[config.mk]
export PLATFORM = sky130hd
export DESIGN_NAME = bus_b_sequencer_flat
export DESIGN_NICKNAME = d
export VERILOG_FILES = /design/src/rtl/bus_b_sequencer_if.sv /design/src/rtl/bus_b_sequencer.sv /design/src/flat_wrapper.sv
export SDC_FILE = /design/constraint.sdc
export NUM_CORES = 1
export LEC_CHECK = 0
export ABC_AREA = 1
export CAP_MARGIN = 20
export CORE_MARGIN = 2
export CORE_UTILIZATION = 53
export CTS_CLUSTER_SIZE = 16
export DETAILED_ROUTE_END_ITERATION = 7
export MAX_ROUTING_LAYER = met4
export PLACE_DENSITY_LB_ADDON = 0.12
export RECOVER_POWER = 50
export SLEW_MARGIN = 25
export SYNTH_ARGS = -nofsm -noshare
export SYNTH_HDL_FRONTEND = slang
export SYNTH_SLANG_ARGS = --single-unit
[constraint.sdc]
create_clock -name phi2_clk -period 3.35 [get_ports phi2_clk]
set_input_delay 0.335 -clock phi2_clk [delete_from_list [all_inputs] [get_ports phi2_clk]]
set_output_delay 0.335 -clock phi2_clk [all_outputs]
set_load 0.01 [all_outputs]
[src/rtl/bus_b_sequencer_if.sv]
// Handshake and source-enable bundle between the instruction decoder, the
// B-bus sequencer and the B-bus source block.
interface bus_b_sequencer_if;
    logic        op_valid;
    logic        op_ready;
    logic [2:0]  op_kind;
    logic [3:0]  op_reg;
    logic [15:0] op_rlist;
    logic        data_valid;
    logic        abort;
    logic        rb_en;
    logic [3:0]  rb_addr;
    logic        pc_en;
    logic [4:0]  instr_in_en;
    logic        instr_src;
    logic        bus_valid;
    logic        done;
    logic        timeout;
    logic        busy;

    modport master (
        output op_valid, op_kind, op_reg, op_rlist, data_valid, abort,
        input  op_ready, rb_en, rb_addr, pc_en, instr_in_en, instr_src,
               bus_valid, done, timeout, busy
    );

    modport slave (
        input  op_valid, op_kind, op_reg, op_rlist, data_valid, abort,
        output op_ready, rb_en, rb_addr, pc_en, instr_in_en, instr_src,
               bus_valid, done, timeout, busy
    );
endinterface

[src/rtl/bus_b_sequencer.sv]
// B-bus source sequencer: one operation at a time, driving register bank, PC
// or byte-lane enables per cycle, including register lists and load-data waits.
module bus_b_sequencer #(
    parameter int WAIT_MAX = 15
) (
    input  logic             phi2_clk,
    input  logic             nreset,
    bus_b_sequencer_if.slave bus
);

    localparam logic [1:0] ST_IDLE  = 2'd0;
    localparam logic [1:0] ST_DRIVE = 2'd1;
    localparam logic [1:0] ST_WAIT  = 2'd2;
    localparam logic [1:0] ST_LIST  = 2'd3;

    localparam logic [2:0] K_REG   = 3'd0;
    localparam logic [2:0] K_PC    = 3'd1;
    localparam logic [2:0] K_IMM8  = 3'd2;
    localparam logic [2:0] K_IMM12 = 3'd3;
    localparam logic [2:0] K_IMM24 = 3'd4;
    localparam logic [2:0] K_DIN   = 3'd5;
    localparam logic [2:0] K_RLIST = 3'd6;

    localparam logic [7:0] WAIT_LIMIT = 8'(WAIT_MAX);

    logic [1:0]  state_q, state_d;
    logic [15:0] list_q, list_d;
    logic [7:0]  cnt_q, cnt_d;
    logic        rb_en_q, rb_en_d;
    logic [3:0]  rb_addr_q, rb_addr_d;
    logic        pc_en_q, pc_en_d;
    logic [4:0]  lanes_q, lanes_d;
    logic        src_q, src_d;
    logic        valid_q, valid_d;
    logic        done_q, done_d;
    logic        timeout_q, timeout_d;

    logic        ready_s;
    logic        accept_s;
    logic [15:0] list_src_s;
    logic [3:0]  list_idx_s;
    logic [15:0] list_rem_s;
    logic        list_rb_s;
    logic        list_pc_s;

    function automatic logic [3:0] lowest_bit(input logic [15:0] v);
        logic [3:0] idx;
        idx = 4'd0;
        for (int i = 15; i >= 0; i--) begin
            if (v[i]) begin
                idx = 4'(i);
            end
        end
        return idx;
    endfunction

    assign ready_s  = !bus.abort && ((state_q == ST_IDLE) ||
                      (done_q && ((state_q == ST_DRIVE) || (state_q == ST_LIST))));
    assign accept_s = bus.op_valid && ready_s;

    // The list being stepped is the freshly offered one on acceptance, else the latched remainder.
    assign list_src_s = accept_s ? bus.op_rlist : list_q;
    assign list_idx_s = lowest_bit(list_src_s);
    assign list_rem_s = list_src_s & ~(16'd1 << list_idx_s);
    assign list_pc_s  = (list_src_s != 16'd0) && (list_idx_s == 4'd15);
    assign list_rb_s  = (list_src_s != 16'd0) && (list_idx_s != 4'd15);

    // Next state and next-cycle source enables.
    always_comb begin
        state_d   = state_q;
        list_d    = list_q;
        cnt_d     = cnt_q;
        rb_en_d   = 1'b0;
        rb_addr_d = 4'd0;
        pc_en_d   = 1'b0;
        lanes_d   = 5'b00000;
        src_d     = 1'b0;
        done_d    = 1'b0;
        timeout_d = 1'b0;
        if (bus.abort) begin
            state_d = ST_IDLE;
            list_d  = 16'd0;
            cnt_d   = 8'd0;
        end else if (accept_s) begin
            state_d = ST_DRIVE;
            list_d  = 16'd0;
            cnt_d   = 8'd0;
            done_d  = 1'b1;
            case (bus.op_kind)
                K_REG: begin
                    if (bus.op_reg == 4'd15) begin
                        pc_en_d = 1'b1;
                    end else begin
                        rb_en_d   = 1'b1;
                        rb_addr_d = bus.op_reg;
                    end
                end
                K_PC:    pc_en_d = 1'b1;
                K_IMM8:  lanes_d = 5'b00001;
                K_IMM12: lanes_d = 5'b00111;
                K_IMM24: lanes_d = 5'b01111;
                K_DIN: begin
                    state_d = ST_WAIT;
                    done_d  = 1'b0;
                end
                K_RLIST: begin
                    state_d   = ST_LIST;
                    rb_en_d   = list_rb_s;
                    rb_addr_d = list_rb_s ? list_idx_s : 4'd0;
                    pc_en_d   = list_pc_s;
                    list_d    = list_rem_s;
                    done_d    = (list_rem_s == 16'd0);
                end
                default: done_d = 1'b1;
            endcase
        end else begin
            case (state_q)
                ST_DRIVE: state_d = ST_IDLE;
                ST_LIST: begin
                    if (done_q) begin
                        state_d = ST_IDLE;
                        list_d  = 16'd0;
                    end else begin
                        rb_en_d   = list_rb_s;
                        rb_addr_d = list_rb_s ? list_idx_s : 4'd0;
                        pc_en_d   = list_pc_s;
                        list_d    = list_rem_s;
                        done_d    = (list_rem_s == 16'd0);
                    end
                end
                ST_WAIT: begin
                    // Data arriving on the expiry edge wins over the timeout.
                    if (bus.data_valid) begin
                        state_d = ST_DRIVE;
                        cnt_d   = 8'd0;
                        lanes_d = 5'b11111;
                        src_d   = 1'b1;
                        done_d  = 1'b1;
                    end else if ((cnt_q + 8'd1) == WAIT_LIMIT) begin
                        state_d   = ST_IDLE;
                        cnt_d     = 8'd0;
                        timeout_d = 1'b1;
                    end else begin
                        cnt_d = cnt_q + 8'd1;
                    end
                end
                default: state_d = ST_IDLE;
            endcase
        end
        valid_d = rb_en_d | pc_en_d | (|lanes_d);
    end

    // State and registered outputs.
    always_ff @(posedge phi2_clk or negedge nreset) begin
        if (!nreset) begin
            state_q   <= ST_IDLE;
            list_q    <= 16'd0;
            cnt_q     <= 8'd0;
            rb_en_q   <= 1'b0;
            rb_addr_q <= 4'd0;
            pc_en_q   <= 1'b0;
            lanes_q   <= 5'b00000;
            src_q     <= 1'b0;
            valid_q   <= 1'b0;
            done_q    <= 1'b0;
            timeout_q <= 1'b0;
        end else begin
            state_q   <= state_d;
            list_q    <= list_d;
            cnt_q     <= cnt_d;
            rb_en_q   <= rb_en_d;
            rb_addr_q <= rb_addr_d;
            pc_en_q   <= pc_en_d;
            lanes_q   <= lanes_d;
            src_q     <= src_d;
            valid_q   <= valid_d;
            done_q    <= done_d;
            timeout_q <= timeout_d;
        end
    end

    assign bus.op_ready    = ready_s;
    assign bus.busy        = (state_q != ST_IDLE);
    assign bus.rb_en       = rb_en_q;
    assign bus.rb_addr     = rb_addr_q;
    assign bus.pc_en       = pc_en_q;
    assign bus.instr_in_en = lanes_q;
    assign bus.instr_src   = src_q;
    assign bus.bus_valid   = valid_q;
    assign bus.done        = done_q;
    assign bus.timeout     = timeout_q;

endmodule

[src/flat_wrapper.sv]
// flat-port wrapper written by rule: the top's interface ports become plain ports
module bus_b_sequencer_flat 
#(
    parameter int WAIT_MAX = 15
)
  (phi2_clk, nreset, bus_op_valid, bus_op_kind, bus_op_reg, bus_op_rlist, bus_data_valid, bus_abort, bus_op_ready, bus_rb_en, bus_rb_addr, bus_pc_en, bus_instr_in_en, bus_instr_src, bus_bus_valid, bus_done, bus_timeout, bus_busy);
  bus_b_sequencer_if bus_i ();
  input  logic phi2_clk;
  input  logic nreset;
  input wire logic [$bits(bus_i.op_valid)-1:0] bus_op_valid;
  input wire logic [$bits(bus_i.op_kind)-1:0] bus_op_kind;
  input wire logic [$bits(bus_i.op_reg)-1:0] bus_op_reg;
  input wire logic [$bits(bus_i.op_rlist)-1:0] bus_op_rlist;
  input wire logic [$bits(bus_i.data_valid)-1:0] bus_data_valid;
  input wire logic [$bits(bus_i.abort)-1:0] bus_abort;
  output wire logic [$bits(bus_i.op_ready)-1:0] bus_op_ready;
  output wire logic [$bits(bus_i.rb_en)-1:0] bus_rb_en;
  output wire logic [$bits(bus_i.rb_addr)-1:0] bus_rb_addr;
  output wire logic [$bits(bus_i.pc_en)-1:0] bus_pc_en;
  output wire logic [$bits(bus_i.instr_in_en)-1:0] bus_instr_in_en;
  output wire logic [$bits(bus_i.instr_src)-1:0] bus_instr_src;
  output wire logic [$bits(bus_i.bus_valid)-1:0] bus_bus_valid;
  output wire logic [$bits(bus_i.done)-1:0] bus_done;
  output wire logic [$bits(bus_i.timeout)-1:0] bus_timeout;
  output wire logic [$bits(bus_i.busy)-1:0] bus_busy;
  assign bus_i.op_valid = bus_op_valid;
  assign bus_i.op_kind = bus_op_kind;
  assign bus_i.op_reg = bus_op_reg;
  assign bus_i.op_rlist = bus_op_rlist;
  assign bus_i.data_valid = bus_data_valid;
  assign bus_i.abort = bus_abort;
  assign bus_op_ready = bus_i.op_ready;
  assign bus_rb_en = bus_i.rb_en;
  assign bus_rb_addr = bus_i.rb_addr;
  assign bus_pc_en = bus_i.pc_en;
  assign bus_instr_in_en = bus_i.instr_in_en;
  assign bus_instr_src = bus_i.instr_src;
  assign bus_bus_valid = bus_i.bus_valid;
  assign bus_done = bus_i.done;
  assign bus_timeout = bus_i.timeout;
  assign bus_busy = bus_i.busy;
  bus_b_sequencer #(.WAIT_MAX(WAIT_MAX)) u_core (.phi2_clk(phi2_clk), .nreset(nreset), .bus(bus_i));
endmodule
==> run summary, run 1 <==
status = finished, violations left
failing checks = capacitance limit, slew limit
Pint = 0.8270 mW
FMAX = 343.2 MHz
clock slew at reported path FFs = 0.08 ns
Setup Viol. Count Final = 0
largest net degree at the start of global routing = 40
Cell Area, Synth = 0.002470 mm²
DIE AREA = 0.005222 mm²
pwr/cell area = 434.1 mW/mm²
CTS Hold Bufs = 0
Post-route DRC = 0
Main synth FF type = dfrtp_1
Post-CTS Setup Inserts = 0
cell taking the most area after synthesis = dfrtp_1
Worst VDD drop = 0.2798 mV
MaxCap Viol Count = 1
initial antenna violation count = 0
H-Tree Depth = 2
Psw = 0.4961 mW
start point of the worst hold path = u_core.list_q[0]$_DFFE_PN0P_
#FFs+latches synth = 39
Slew Limit Fails = 40
CTS Sinks = 39
vias in the first global route = 2213
total congestion overflow = 0
Sw Ratio = 37.50%
crit-path max FO = 38
Die Span X = 72.27 µm
EDFF count, synth = 0
worst r2r src = u_core.state_q[0]$_DFFE_PN0P_
Final Instance Area = 0.003048 mm²
Core ar. = 0.004414 mm²
Yosys warning count = 0
Final ANT Viol Nets = 0
Fin. Hold Viols = 0
post-synth cell types = 34
Fillers = 411
worst-margin pin slew = 2.051 ns
post-synth net total = 367
Total GRT Usage = 24.70%
Slew headroom = -36.73%
Flop pwr share = 39.0%
top cells by area, synth = dfrtp_1 (40%), nand2_1 (11%), inv_1 (8.1%)
# port buffers = 44
final worst slack = 0.4361 ns
pre-CTS setup slack = 0.1761 ns
Routed WL = 5769 µm
skew final = 0.006221 ns
most frequent cell after synthesis = nand2_1
CP Capture Type = flip-flop
number of vias per cell = 5.400
antenna cells = 0
Die Ht = 72.27 µm
crit share post-route = 86.98%
Cells after DPL = 430
Reg-to-Reg End = u_core.bus.rb_addr[0]$_DFF_PN0_
Worst-Skew Late Latency = 0.29 ns
layout cell share with drive strength beyond 1 = 11.66%
combinational power share = 37.2%
routed via count = 2365
sink of the worst hold path = u_core.list_q[0]$_DFFE_PN0P_
Worst Hold Class = reg -> reg
area of the multi-input gates = 0.001186 mm²
routability-driven placement congestion ratio = 0.9646
data arrival time of the critical path = 3.13 ns
number of cells on the worst hold path = 2
DP HPWL = 4479 µm
post-synthesis sequential area ratio = 39.51%
WS Path Type = in -> reg
clk buf depth = 2
non-filler cells, final = 438
RSZ-0062 raised after global routing = no
CTS root buffer = clkbuf_8
leakage = 1.514 nW
Clock Power Share = 23.9%
Starting Density = 55.95%
TritonRoute pass-1 iters = 5
reg2reg setup slack = 0.47 ns
DR WL/cell = 13.17 µm
Final Power = 1.323 mW
io pins = 45
Post-synth ARST share = 100.0%
P&R area growth vs syn = 23.40%
commonest cells in the netlist = nand2_1 (74), inv_1 (53), dfrtp_1 (39)
Worst Setup Start Kind = primary input
Synth Instances = 337
PostCTS Resize Cnt = 0
post-synth top area share = 39.51%
setup_tns = 0 ns
sequential cell area = 975.9 µm²
Final nets = 415
first-pass GRT wire length = 9853 µm
Crit path required time = 3.56 ns
cts bufs inserted = 5
syn avg cell area = 7.329 µm²
CTS tree = built
Final Critical Period = 2.914 ns
Placed Instance Area = 0.002960 mm²
First DRT Iteration DRCs = 161
FP Rows = 24
worst reg2reg path depth = 20
==> worst max path at each step <==
stage | to | slack (ns) | startpoint
5_1_grt | u_core.bus.done$_DFF_PN0_ | 0.09 | bus_abort
4_1_cts | u_core.bus.rb_addr[0]$_DFF_PN0_ | 0.45 | bus_abort
6_report | u_core.bus.rb_addr[0]$_DFF_PN0_ | 0.44 | bus_abort
2_1_floorplan | u_core.bus.done$_DFF_PN0_ | 0.92 | u_core.bus.done$_DFF_PN0_
3_3_place_gp | u_core.bus.rb_addr[0]$_DFF_PN0_ | 0.22 | bus_abort
3_5_place_dp | u_core.bus.rb_addr[0]$_DFF_PN0_ | 0.18 | bus_abort
==> final cells by class <==
| class | instances | area share [%] |
|---|---|---|
| multi-input cells | 225 | 38.92 |
| flip-flops and latches | 39 | 32.02 |
| repair buffers | 50 | 16.13 |
| inverters | 64 | 7.882 |
| clock buffers | 5 | 2.258 |
| well taps | 52 | 2.135 |
| clock inverters | 3 | 0.6568 |
==> cells by family (layout without fill, tap and decap cells) <==
group,count (synthesis),count (layout),synth area share (%)
buf+inv,73,122,12.46
simple gates,150,150,28.32
fa+ha+maj,2,2,1.013
compound gates,67,67,16.57
xor+xnor,6,6,2.128
flops,39,39,39.51
==> cell usage in the layout, fill, tap and decap left out, types with 2 or more instances in the layout <==
master           instances
o2111ai_1                2
nand2_1                 74
nand4_2                  2
o21ai_1                 12
clkbuf_8                 5
nor3_1                   7
a21oi_1                  6
dfrtp_1                 39
o22ai_1                 19
o21ai_0                 16
o21ai_2                  4
buf_4                    5
clkinvlp_4               2
xor2_1                   5
inv_1                   54
dlygate4sd3_1            7
nand4_1                 11
inv_2                   10
clkdlybuf4s50_1         36
ha_1                     2
nor2_2                   4
nor2_4                   2
nand2_2                  5
o21a_1                   2
nand3_1                 17
nor2_1                  25
==> state kept, by name, indices dropped and copies added (netlist names) <==
signal / flops
u_core.bus.done: 1
u_core.bus.instr_in_en: 4
u_core.list_q: 16
u_core.bus.bus_valid: 1
u_core.cnt_q: 8
u_core.bus.pc_en: 1
u_core.bus.rb_en: 1
u_core.bus.rb_addr: 4
u_core.bus.timeout: 1
u_core.state_q: 2
==> through the flow <==
stage	hold WS (ns)	util, %
finish	0.5027	69.05
global route	0.5452	69.05
CTS	0.1791	69.08
detailed placement	0.4863	67.06
global placement	0.4779	67.06
floorplan	0.03941	-
==> power groups by stage <==
stage,Sequential [mW],Clock (mW),Combinational (mW)
final,0.516,0.316,0.492
after global routing,0.519,0.343,0.551
after global placement,0.525,0,0.490
after detailed placement,0.526,0,0.492
after floorplan,0.529,0,0.333
after CTS,0.516,0.325,0.493
==> metal layers <==
layer | global-route usage [%] | vias up | routed length [µm] | share of wire (%)
li1 | - | 1196 | - | -
met1 | 33.18 | 1099 | 2674 | 46
met2 | 38.94 | 57 | 2754 | 48
met3 | 4.028 | 13 | 233 | 4.0
met4 | 6.918 | 0 | 107 | 1.9
met5 | - | - | 0 | 0
==> critical path, cell delays in order <==
cell and delay, ns:
clkdlybuf4s50_1 0.43, inv_1 0.12, nand4_2 0.15, buf_12 0.21
o21ai_1 0.18, inv_1 0.07, nor2_1 0.23, nand2_1 0.08
nand2_1 0.06, nand2_1 0.04, nand2_1 0.06, nand2_1 0.06
nand2_2 0.13, inv_2 0.10, nand4_2 0.15, nand2_1 0.08
o21ai_1 0.12, inv_1 0.07, nor2_2 0.16, nand3_1 0.10
a21oi_1 0.15
Note: power is estimated with default switching activity, not from simulation.
==> inputs of run 2 (changes only) <==
--- a/config.mk
+++ b/config.mk
@@ -7,6 +7,7 @@
 export LEC_CHECK = 0
 export ABC_AREA = 1
 export CAP_MARGIN = 20
+export CORE_ASPECT_RATIO = 1.5
 export CORE_MARGIN = 2
 export CORE_UTILIZATION = 53
 export CTS_CLUSTER_SIZE = 16
==> run summary, run 2 (same netlist as run 1, synthesis figures left out) <==
Final Critical Period = 3.034 ns (+0.1202 ns)
worst path cell trace = clkdlybuf4s50_1 -> inv_2 -> nand4_2 -> buf_12 -> o21ai_1 -> inv_2 -> nor2_2 -> nand2_1 -> nand2_1 -> nand2_1 -> nand2_1 -> nand2_2 -> inv_2 -> nand4_1 -> o21ai_1 -> nand2_1 -> nor2_1 -> nand2_1 -> nor2_1 -> nand2_1 -> a21oi_2
PostCTS Resize Cnt = 0 (unchanged)
Post-CTS Setup Inserts = 0 (unchanged)
clk buf depth = 2 (unchanged)
cts bufs inserted = 5 (unchanged)
first-pass GRT wire length = 10680 µm (+8.4%)
Worst-Skew Late Latency = 0.29 ns (about the same)
antenna cells = 0 (unchanged)
data arrival time of the critical path = 3.26 ns (+0.13 ns)
biggest regs = u_core.list_q: 16 flops, u_core.cnt_q: 8 flops
Fin. Hold Viols = 0 (unchanged)
layout cell share with drive strength beyond 1 = 13.92% (+2.3 points)
number of vias per cell = 5.542 (+2.6%)
status = finished, violations left
Slew Limit Fails = 40 (unchanged)
Placed Instance Area = 0.003023 mm² (+2.1%)
hold slack = 0.5234 ns (+0.02076 ns)
Worst Setup Start Kind = primary input
FMAX = 329.6 MHz (-4.0%)
io pins = 45 (unchanged)
total congestion overflow = 0 (unchanged)
Final nets = 424 (+2.2%)
Core ar. = 0.004504 mm² (+2.0%)
WS Path Type = in -> reg
Total GRT Usage = 27.83% (+3.1 points)
non-filler cells, final = 443 (+1.1%)
Post-route DRC = 0 (unchanged)
Largest Register = u_core.list_q
Crit path required time = 3.58 ns (+0.02 ns)
most frequent cells in the layout = nand2_1 (74), inv_1 (53), dfrtp_1 (39)
leakage = 1.578 nW (+4.3%)
MaxCap Viol Count = 1 (unchanged)
Setup Viol. Count Final = 0 (unchanged)
H-Tree Depth = 2 (unchanged)
reg2reg setup slack = 0.32 ns (-0.15 ns)
routed via count = 2455 (+3.8%)
CTS root buffer = clkbuf_8
crit-path max FO = 31 (-18%)
First DRT Iteration DRCs = 121 (-25%)
failing checks = capacitance limit, slew limit
# port buffers = 44 (unchanged)
worst-margin pin slew = 2.051 ns (+0.0001048 ns)
Final Instance Area = 0.003139 mm² (+3.0%)
Slew headroom = -36.73% (about the same)
CTS Hold Bufs = 0 (unchanged)
final worst slack = 0.3159 ns (-0.1202 ns)
CP delay by family, top = simple AND/OR/NAND/NOR gates
commonest non-fill, non-tap cell in the layout = nand2_1
DR WL/cell = 14.75 µm (+12%)
TritonRoute pass-1 iters = 4 (-1)
slowest stage delay, CP = 0.45 ns (+0.02 ns)
FP Rows = 30 (+25%)
routability-driven placement congestion ratio = 0.9528 (-1.2%)
pre-CTS setup slack = 0.09265 ns (-0.08346 ns)
Cells after DPL = 435 (+1.2%)
CP Buf/Inv Count = 5 (-1)
skew final = 0.006012 ns (-0.0002091 ns)
crit share post-route = 90.57% (+3.6 points)
Die Ht = 87.61 µm (+21%)
initial antenna violation count = 0 (unchanged)
Routed WL = 6534 µm (+13%)
clock slew at reported path FFs = 0.08 ns (about the same)
pwr/cell area = 469.2 mW/mm² (+8.1%)
max reg flops = 16 (unchanged)
Die Span X = 59.74 µm (-17%)
CTS tree = built
P&R area growth vs syn = 27.10%
Starting Density = 54.83% (-1.1 points)
CP most frequent cell = nand2_1
largest net degree at the start of global routing = 40 (unchanged)
CP Capture Type = flip-flop
setup_tns = 0 ns (unchanged)
critical path's slowest cell = clkdlybuf4s50_1
vias in the first global route = 2505 (+13%)
DP HPWL = 5032 µm (+12%)
RSZ-0062 raised after global routing = no
Worst Hold Class = reg -> reg
DIE AREA = 0.005234 mm² (+0.22%)
Worst VDD drop = 0.3802 mV (+36%)
CTS Sinks = 39 (unchanged)
Final ANT Viol Nets = 0 (unchanged)
[run 2: cell count changes in the layout (fill, tap and decap cells not counted)]
cell and delta:
buf_4 +9, bufinv_16 +1, clkbuf_8 +1, clkinvlp_4 -2
inv_1 -1, inv_2 +1
[run 2: path summary, 6_finish.rpt]
path | to | from | depth (start not counted)
max in group asynchronous | u_core.bus.rb_addr[2]$_DFF_PN0_ | nreset | 1
worst min register to register | u_core.list_q[0]$_DFFE_PN0P_ | u_core.list_q[0]$_DFFE_PN0P_ | 2
worst max-delay path | u_core.bus.done$_DFF_PN0_ | bus_abort | 21
min in group asynchronous | u_core.cnt_q[2]$_DFFE_PN0P_ | nreset | 1
worst max register to register | u_core.bus.done$_DFF_PN0_ | u_core.bus.done$_DFF_PN0_ | 21
worst min-delay path | u_core.list_q[0]$_DFFE_PN0P_ | u_core.list_q[0]$_DFFE_PN0P_ | 2
[run 2: where the power goes]
part	internal (mW)	total [mW]	switching, mW
Clock	0.241	0.414	0.173
Combinational	0.202	0.542	0.340
Sequential	0.504	0.516	0.0122
[run 2: through the flow]
stage / util, % / power [mW]
floorplan: - / 0.8623
global route: 69.69 / 1.550
global placement: 67.11 / 1.062
detailed placement: 67.11 / 1.061
finish: 69.69 / 1.473
CTS: 69.72 / 1.474
[run 2: per-layer routing]
metal	wire, µm	global-route usage (%)
met1	2355	25.68
met2	3499	50.69
met3	213	3.693
met4	467	18.79
met5	0	-
[run 2: cell type report]
class	count	area, µm²
clock buffer	6	82.58
tap	48	60.06
sequential	39	975.9
timing repair buffer	59	559.3
clock inverter	2	35.03
multi-input combinational	225	1186
inverter	64	240.2
fill	399	1365
[run 2: tightest hold or removal path: cells and delay by family (launching register included)]
family	cells	cell delay [ns]
AND/OR/NAND/NOR	1	0.05
buffers and inverters	1	0.07
flip-flops	1	0.37
==> inputs of run 3 (changes only) <==
--- a/config.mk
+++ b/config.mk
@@ -12,6 +12,7 @@
 export CORE_UTILIZATION = 53
 export CTS_CLUSTER_SIZE = 16
 export DETAILED_ROUTE_END_ITERATION = 7
+export HOLD_SLACK_MARGIN = 0.06
 export MAX_ROUTING_LAYER = met4
 export PLACE_DENSITY_LB_ADDON = 0.12
 export RECOVER_POWER = 50
==> results of run 3 <==
The final DEF is identical to that of run 2; final timing and power are the same.
